### config.mk
export PLATFORM = sky130hd
export DESIGN_NAME = fetch_aligner
export DESIGN_NICKNAME = d
export VERILOG_FILES = /design/src/rtl/fetch_aligner.sv
export SDC_FILE = /design/constraint.sdc
export NUM_CORES = 1
export LEC_CHECK = 0
export BUFFER_PORTS_ARGS = -buffer_cell sky130_fd_sc_hd__buf_2
export CORE_MARGIN = 2
export CORE_UTILIZATION = 30
export CTS_CLUSTER_DIAMETER = 120
export DETAILED_ROUTE_END_ITERATION = 7
export PLACE_DENSITY = 0.51
export SLEW_MARGIN = 20
export SYNTH_ARGS = -nofsm -noshare
export SYNTH_HDL_FRONTEND = slang
export SYNTH_SLANG_ARGS = --single-unit
### constraint.sdc
create_clock -name clk_i -period 4.7 [get_ports clk_i]
set_input_delay 0.47 -clock clk_i [delete_from_list [all_inputs] [get_ports clk_i]]
set_output_delay 0.47 -clock clk_i [all_outputs]
set_load 0.01 [all_outputs]
### src/rtl/fetch_aligner.sv
// Fetch aligner: turns the word-aligned 32-bit fetch stream into individual
// 16-bit (compressed) or 32-bit instructions, each tagged with its PC.
// A 4-halfword buffer absorbs instructions that straddle fetch words, and a
// redirect (flush) restarts the stream at any halfword-aligned target.
module fetch_aligner #(
    parameter logic [31:0] RESET_PC = 32'h0000_0000
) (
    input  logic        clk_i,
    input  logic        rst_i,
    input  logic        fetch_valid_i,
    output logic        fetch_ready_o,
    input  logic [31:0] fetch_data_i,
    input  logic        flush_i,
    input  logic [31:0] flush_pc_i,
    output logic        instr_valid_o,
    input  logic        instr_ready_i,
    output logic [31:0] instr_o,
    output logic [31:0] instr_pc_o,
    output logic        is_compressed_o
);

    // Halfword buffer; hw_q[0] is the oldest halfword (the head).
    logic [15:0] hw_q [4];
    logic [15:0] hw_d [4];
    logic [2:0]  count_q, count_d;
    logic [31:0] pc_q, pc_d;
    logic        skip_low_q, skip_low_d;

    logic        head_compressed;
    logic        pop_fire;
    logic        push_fire;
    logic [1:0]  pop_n;
    logic [1:0]  push_n;
    logic [15:0] push_hw [2];
    int          surv;

    // Bit 0 of a redirect target is meaningless for halfword-aligned PCs.
    logic        unused_flush_pc_bit;
    assign unused_flush_pc_bit = flush_pc_i[0];

    assign head_compressed = (hw_q[0][1:0] != 2'b11);

    // Handshake and output decode from registered buffer state only.
    always_comb begin
        // NOTE: every always_comb output gets a default first so no path
        // leaves it unassigned and a latch cannot be inferred.
        instr_o         = 32'h0;
        is_compressed_o = 1'b0;
        fetch_ready_o   = (count_q <= 3'd2);
        instr_valid_o   = ((count_q >= 3'd1) && head_compressed) || (count_q >= 3'd2);
        instr_pc_o      = pc_q;
        // Stale halfwords beyond count never reach instr_o: gated by valid.
        if (instr_valid_o) begin
            is_compressed_o = head_compressed;
            instr_o         = head_compressed ? {16'h0, hw_q[0]} : {hw_q[1], hw_q[0]};
        end
    end

    // Pop/push sizes and the halfwords a fetch word contributes.
    always_comb begin
        pop_fire   = instr_valid_o && instr_ready_i;
        push_fire  = fetch_valid_i && fetch_ready_o;
        pop_n      = pop_fire ? (head_compressed ? 2'd1 : 2'd2) : 2'd0;
        push_n     = push_fire ? (skip_low_q ? 2'd1 : 2'd2) : 2'd0;
        push_hw[0] = skip_low_q ? fetch_data_i[31:16] : fetch_data_i[15:0];
        push_hw[1] = fetch_data_i[31:16];
    end

    // Halfwords that survive this cycle's pop.
    assign surv = int'(count_q) - int'(pop_n);

    // Next buffer state: shift survivors to the head, append pushed halfwords.
    always_comb begin
        hw_d       = hw_q;
        count_d    = 3'(surv + int'(push_n));
        pc_d       = pc_q + {29'd0, pop_n, 1'b0};
        skip_low_d = push_fire ? 1'b0 : skip_low_q;
        for (int i = 0; i < 4; i++) begin
            if (i < surv) begin
                hw_d[i] = hw_q[2'(i + int'(pop_n))];
            end else if ((i - surv) < int'(push_n)) begin
                hw_d[i] = push_hw[1'(i - surv)];
            end
        end
        // Redirect wins over any push or pop in the same cycle.
        if (flush_i) begin
            count_d    = 3'd0;
            pc_d       = {flush_pc_i[31:1], 1'b0};
            skip_low_d = flush_pc_i[1];
            hw_d       = hw_q;
        end
    end

    // State registers with synchronous reset.
    always_ff @(posedge clk_i) begin
        if (rst_i) begin
            count_q    <= 3'd0;
            pc_q       <= {RESET_PC[31:1], 1'b0};
            skip_low_q <= RESET_PC[1];
            // NOTE: the small halfword buffer is cleared on reset so no stale
            // contents survive a mid-stream reset; larger RAMs would not be.
            for (int i = 0; i < 4; i++) begin
                hw_q[i] <= 16'h0;
            end
        end else begin
            // NOTE: sequential state uses non-blocking assignments so every
            // register samples the pre-edge values computed above.
            count_q    <= count_d;
            pc_q       <= pc_d;
            skip_low_q <= skip_low_d;
            hw_q       <= hw_d;
        end
    end

endmodule

==> results of run 1 <==
## flip-flops by register name, summed over array words and instances, names as in the netlist
register and cells:
count_q 3, skip_low_q 1, hw_q 64, instr_pc_o 31
## per-stage QoR
stage | total power [mW] | std cells | worst slack [ns] | hold WS, ns | cell area (um2)
after floorplan | 2.71 | 826 | 0.528 | 0.449 | 6670
after global placement | 3.23 | 1196 | 0.505 | 0.464 | 7570
after detailed placement | 3.25 | 1196 | 0.473 | 0.468 | 7570
after CTS | 4.04 | 1212 | 0.515 | 0.330 | 7870
after global routing | 4.30 | 1212 | 0.208 | 0.339 | 7870
final | 4.01 | 1213 | 0.537 | 0.340 | 7870
## cells by family (layout without fill, tap and decap cells)
| kind of cell | count (synthesis) | count (layout) |
|---|---|---|
| fa+ha+maj | 18 | 18 |
| simple gates | 297 | 297 |
| compound gates | 176 | 176 |
| mux | 88 | 88 |
| flops | 99 | 99 |
| other cells | 1 | 2 |
| xor+xnor | 31 | 31 |
| buf+inv | 116 | 222 |
## worst register-to-register path: cells and delay by family (launching register included)
kind | cells | cell delay (ns)
flip-flops | 1 | 0.52
multiplexers | 1 | 0.20
AND/OR/NAND/NOR | 1 | 0.05
AO/OA/AOI/OAI | 4 | 1.31
adder cells (fa/ha/maj) | 4 | 1.34
buffers and inverters | 4 | 0.61
## final timing paths
path,start,endpoint,slack [ns],cells after the start
max,count_q[1],hw_q[59],0.54,14
min,flush_pc_i[31],instr_pc_o[31],0.34,3
max reg2reg,count_q[1],hw_q[59],0.54,14
min reg2reg,hw_q[26],hw_q[26],0.48,2
## cell type report
class / count / area share [%]
flip-flops and latches: 99 / 25.2
repair buffers: 155 / 10.6
well taps: 280 / 4.45
inverters: 51 / 2.43
clock inverters: 5 / 0.763
clock buffers: 11 / 2.96
diodes: 1 / 0.0318
multi-input cells: 611 / 53.6
## Yosys cell counts (2+ instances only)
cell,count
and3_1,6
buf_6,7
or3_1,5
o211a_1,5
buf_2,9
xor2_1,17
o31a_1,3
o2111ai_1,13
nand3_1,11
nor2b_1,3
fa_1,4
a211oi_2,10
o221ai_1,4
inv_1,51
nand4_1,5
mux2i_1,73
a211oi_1,12
ha_1,14
a221oi_1,18
or2_2,2
o21ai_0,18
o22ai_1,15
clkbuf_1,43
and2_1,35
nand2_1,66
and4_1,4
a221oi_2,10
nor3_1,33
nor4_1,17
a21oi_1,53
dfxtp_1,99
mux2_2,15
nor2_1,106
buf_1,4
xnor2_1,13
a311oi_1,2
buf_4,2
## per-layer routing
layer / vias up / global-route usage [%] / share of wire (%) / routed length [um]
met1: 2901 / 23.9 / 46 / 9870
met4: 4 / 6.00 / 2.3 / 495
met5: - / 0 / 0.13 / 27
met3: 34 / 4.71 / 7.2 / 1530
met2: 223 / 28.7 / 44 / 9360
li1: 3132 / - / - / -
## layout by cell type, fill, tap and decap left out, drive strengths merged, types with 3 or more instances in the layout
cell type / instances
a211oi: 22
a21oi: 53
a221oi: 28
and2: 35
and3: 6
and4: 4
buf: 155
clkbuf: 11
dfxtp: 99
fa: 4
ha: 14
inv: 53
mux2: 15
mux2i: 73
nand2: 67
nand3: 11
nand4: 5
nor2: 106
nor2b: 3
nor3: 33
nor4: 17
o2111ai: 13
o211a: 5
o21ai: 19
o221ai: 4
o22ai: 15
o31a: 3
or3: 5
xnor2: 14
xor2: 17
## power by group
part | internal [mW] | total, mW | switching (mW) | leakage, nW
sequential | 1.08 | 1.32 | 0.242 | 0.814
combinational | 0.755 | 1.92 | 1.16 | 2.52
clock | 0.418 | 0.774 | 0.356 | 0.146
==> flow_summary.json, run 1 <==
{
  "status": "complete, no violations",
  "wl_mm": 21.3,
  "nets": 1014,
  "cts_resized": 0,
  "hp-class": "input port to register",
  "ys.warnings.count": 0,
  "synth-simple-area-share_pct": 20.8,
  "cts_max_level": 3,
  "drt-initial-drc-count": 358,
  "fillers": 2308,
  "slew_viol_final": 0,
  "synth_top_family_by_area": "simple AND/OR/NAND/NOR gates",
  "std_cell_rows": 54,
  "crit_path_top_delay_cell": "o22ai_2",
  "antenna_found_initial": 2,
  "vias": 6294,
  "hpwl_mm": 13.7,
  "synth_cell_types": 56,
  "synthTopCellsByArea": "dfxtp_1, mux2i_1, nor2_1",
  "ys_async_sr_fraction_pct": 0,
  "area_delta_synth_final_pct": 17.9,
  "synth.mux.area_fraction_pct": 13.5,
  "dr.pass1.iters": 4,
  "path_delay_family": "adder cells",
  "rsz0062_at_grt": "no",
  "yosysTopAreaCellShare_pct": 29.7,
  "drive_above_1_share_pct": 23.1,
  "grt_use_total_pct": 18.1,
  "grt.overflow.total": 0,
  "synth_edf_count": 0,
  "gp_congestion": 0.780,
  "multi_input_area_mm2": 0.00421,
  "relSlewSlack_pct": 27.4,
  "root_buffer": "clkbuf_16",
  "finClkSkew_ns": 0.00985,
  "clk_pin_slew_ns": 0.08,
  "finalCritPeriodShare_pct": 88.6,
  "grt_pass1_wl_mm": 34.0,
  "path_cells": "o311ai_4 > inv_1 > ha_1 > inv_1 > fa_1 > inv_1 > ha_1 > ha_1 > o311a_1 > a2bb2oi_1 > o22ai_2 > buf_4 > mux2i_1 > nor2_1",
  "cts_buffers": 9,
  "final_hold_viol_count": 0,
  "ios": 136,
  "post-cts-setup-buffers": 0,
  "ant_nets": 0,
  "worstMarginPinSlew_ns": 1.09,
  "fin_util_pct": 36.1,
  "grt_pass1_vias": 6150,
  "path_class": "register to register",
  "regArea_mm2": 0.00198,
  "synth_xor_xnor_area_share_pct": 4.18,
  "timing.setup.tns_ns": 0,
  "grt_max_degree": 71,
  "syn_inst": 826,
  "detail_route.wl_per_cell_um": 17.5,
  "path_max_fanout": 13,
  "critPathLaunchType": "register",
  "synth_fa_ha_area_share_pct": 3.82,
  "syn_area_mm2": 0.00667,
  "syn_avg_cell_area_um2": 8.08,
  "max-vdd-ir-drop_mv": 0.282,
  "yosys.area.top_type": "dfxtp_1",
  "worstPathRequired_ns": 4.92,
  "period_needed_ns": 4.16,
  "power.density_mw_per_mm2": 510,
  "end_kind": "register",
  "drc": 0,
  "max_stage_delay_ns": 0.87,
  "cts_hold_buf": 0,
  "cap_violations": 0,
  "ys_ff_latch": 99,
  "clkLatencyLatePin_ns": 0.36,
  "die_y_um": 153,
  "cts_tree": "done",
  "synth_ff_type": "dfxtp_1",
  "synth_compound_area_share_pct": 20.4,
  "leakagePower_nw": 3.48,
  "initial_core_util_pct": 30.6,
  "ys_seq_area_share_pct": 29.7,
  "max_freq_mhz": 240,
  "crit_arrival_ns": 4.38,
  "synth_fp_nets": 913,
  "path_buf_inv": 4,
  "drt-vias-per-instance": 5.19,
  "cts_sinks": 99,
  "numPortBuffers": 133,
  "clockBufferDepth": 2,
  "die_w_um": 153,
  "core_area_mm2": 0.0218,
  "dieArea_mm2": 0.0235,
  "setup_viol": 0
}
Note: power is estimated with default switching activity, not from simulation.
==> inputs of run 2 (changes only) <==
--- a/config.mk
+++ b/config.mk
@@ -6,11 +6,11 @@
 export NUM_CORES = 1
 export LEC_CHECK = 0
 export BUFFER_PORTS_ARGS = -buffer_cell sky130_fd_sc_hd__buf_2
-export CORE_MARGIN = 2
-export CORE_UTILIZATION = 30
+export CORE_MARGIN = 1
+export CORE_UTILIZATION = 56
 export CTS_CLUSTER_DIAMETER = 120
 export DETAILED_ROUTE_END_ITERATION = 7
-export PLACE_DENSITY = 0.51
+export PLACE_DENSITY = 0.83
 export SLEW_MARGIN = 20
 export SYNTH_ARGS = -nofsm -noshare
 export SYNTH_HDL_FRONTEND = slang
==> flow_summary.json, run 2 (synthesis gave the netlist of run 1 again) <==
{
  "failed_checks": "design-rule violations",
  "end_kind": "register",
  "power.density_mw_per_mm2": 516,
  "gp_congestion": 0.849,
  "clkLatencyLatePin_ns": 0.35,
  "std_cell_rows": 39,
  "leakagePower_nw": 3.45,
  "root_buffer": "clkbuf_16",
  "grt_max_degree": 100,
  "status": "complete, but fails checks",
  "power_frac_comb_pct": 47.6,
  "ios": 136,
  "vias": 6554,
  "cap_violations": 0,
  "dieArea_mm2": 0.0124,
  "fin_cells": 1069,
  "dpl_worst_slack_ns": 0.501,
  "worstMarginPinSlew_ns": 0.866,
  "drt-vias-per-instance": 6.13,
  "finClkSkew_ns": 0.00632,
  "fillers": 983,
  "clockBufferDepth": 2,
  "largest-register": "hw_q",
  "max_freq_mhz": 240,
  "drt-initial-drc-count": 571,
  "die_y_um": 111,
  "multi_input_area_mm2": 0.00421,
  "critPathLaunchType": "register",
  "grt_use_total_pct": 30.0,
  "regArea_mm2": 0.00198,
  "nets": 1009,
  "setup_viol": 0,
  "relSlewSlack_pct": 42.3,
  "hpwl_mm": 11.7,
  "grt_pass1_wl_mm": 30.0,
  "path_class": "register to register",
  "initial_core_util_pct": 58.0,
  "seqPwrFrac_pct": 33.3,
  "finalCritPeriodShare_pct": 88.6,
  "cts_max_level": 3,
  "largest_reg_flops": 64,
  "clkPwrFrac_pct": 19.1,
  "die_w_um": 111,
  "crit_arrival_ns": 4.37,
  "worstPathRequired_ns": 4.90,
  "max-vdd-ir-drop_mv": 0.281,
  "clk_pin_slew_ns": 0.07,
  "post-cts-setup-buffers": 0,
  "placedCellCount": 1054,
  "fin_util_pct": 66.5,
  "slew_viol_final": 0,
  "p_sw_mw": 1.71,
  "cts_sinks": 99,
  "timing.setup.tns_ns": 0,
  "wl_mm": 18.6,
  "cts_hold_buf": 0,
  "grt_pass1_vias": 6140,
  "ant_nets": 0,
  "dr.pass1.iters": 7,
  "hp-class": "input port to register",
  "drive_above_1_share_pct": 22.6,
  "p_int_mw": 2.24,
  "final_cell_mix": "buf_2, nor2_1, dfxtp_1",
  "numPortBuffers": 133,
  "grt.overflow.total": 0,
  "path_max_fanout": 18,
  "antenna_found_initial": 0,
  "ff2ff_setup_slack_ns": 0.54,
  "detail_route.wl_per_cell_um": 17.4,
  "rsz0062_at_grt": "no",
  "p_sw_share_pct": 43.2,
  "final_hold_viol_count": 0,
  "area_delta_synth_final_pct": 14.7,
  "cts_resized": 0,
  "period_needed_ns": 4.16,
  "layout_commonest_cell": "buf_2",
  "antenna_cells": 0,
  "drc": 10,
  "cts_buffers": 9,
  "cts_tree": "done",
  "core_area_mm2": 0.0115,
  "layout_setup_ws_ns": 0.537
}
==> run 2: power groups by stage <==
stage	registers (mW)	logic, mW	clock network (mW)
after floorplan	1.26	1.45	0
after global placement	1.32	1.79	0
after detailed placement	1.32	1.83	0
after CTS	1.31	1.85	0.760
after global routing	1.35	2.03	0.793
final	1.31	1.88	0.755
==> run 2: worst paths after layout <==
path,from,end,cells after the start
max,count_q[1],hw_q[51],14
min,flush_pc_i[7],instr_pc_o[7],3
max reg2reg,count_q[1],hw_q[51],14
min reg2reg,hw_q[22],hw_q[22],2
==> run 2: worst max-delay path, cell delays in order, from the launching register on <==
cell	delay, ns
dfxtp_1	0.53
o211a_1	0.20
nand2_1	0.19
fa_1	0.53
xnor2_2	0.36
inv_1	0.17
ha_1	0.28
ha_1	0.27
a2111oi_4	0.30
buf_4	0.32
a2bb2oi_1	0.22
o22ai_2	0.09
buf_4	0.27
mux2i_1	0.19
nor2_1	0.06
==> run 2: final cells by class <==
| cell class | instances | share of cell area, % |
|---|---|---|
| Sequential cell | 99 | 25.9 |
| Multi-Input combinational cell | 611 | 55.0 |
| Timing Repair Buffer | 150 | 10.4 |
| Clock inverter | 4 | 0.670 |
| Tap cell | 143 | 2.34 |
| Clock buffer | 11 | 3.17 |
| Inverter | 51 | 2.50 |
==> run 2: metal layers <==
metal	wire [um]	vias to the layer above	part of all wire [%]	track usage, %
met4	527	0	2.8	12.2
met1	7620	3034	41	36.4
met2	8820	331	48	51.2
li1	-	3128	-	-
met5	0	-	0	0
met3	1590	61	8.6	6.72
==> run 2: per-stage QoR <==
step	area [um2]	power (mW)	hold WS, ns
after floorplan	6670	2.71	0.449
after global placement	7360	3.11	0.464
after detailed placement	7360	3.16	0.468
after CTS	7650	3.91	0.340
after global routing	7660	4.17	0.344
final	7660	3.95	0.347
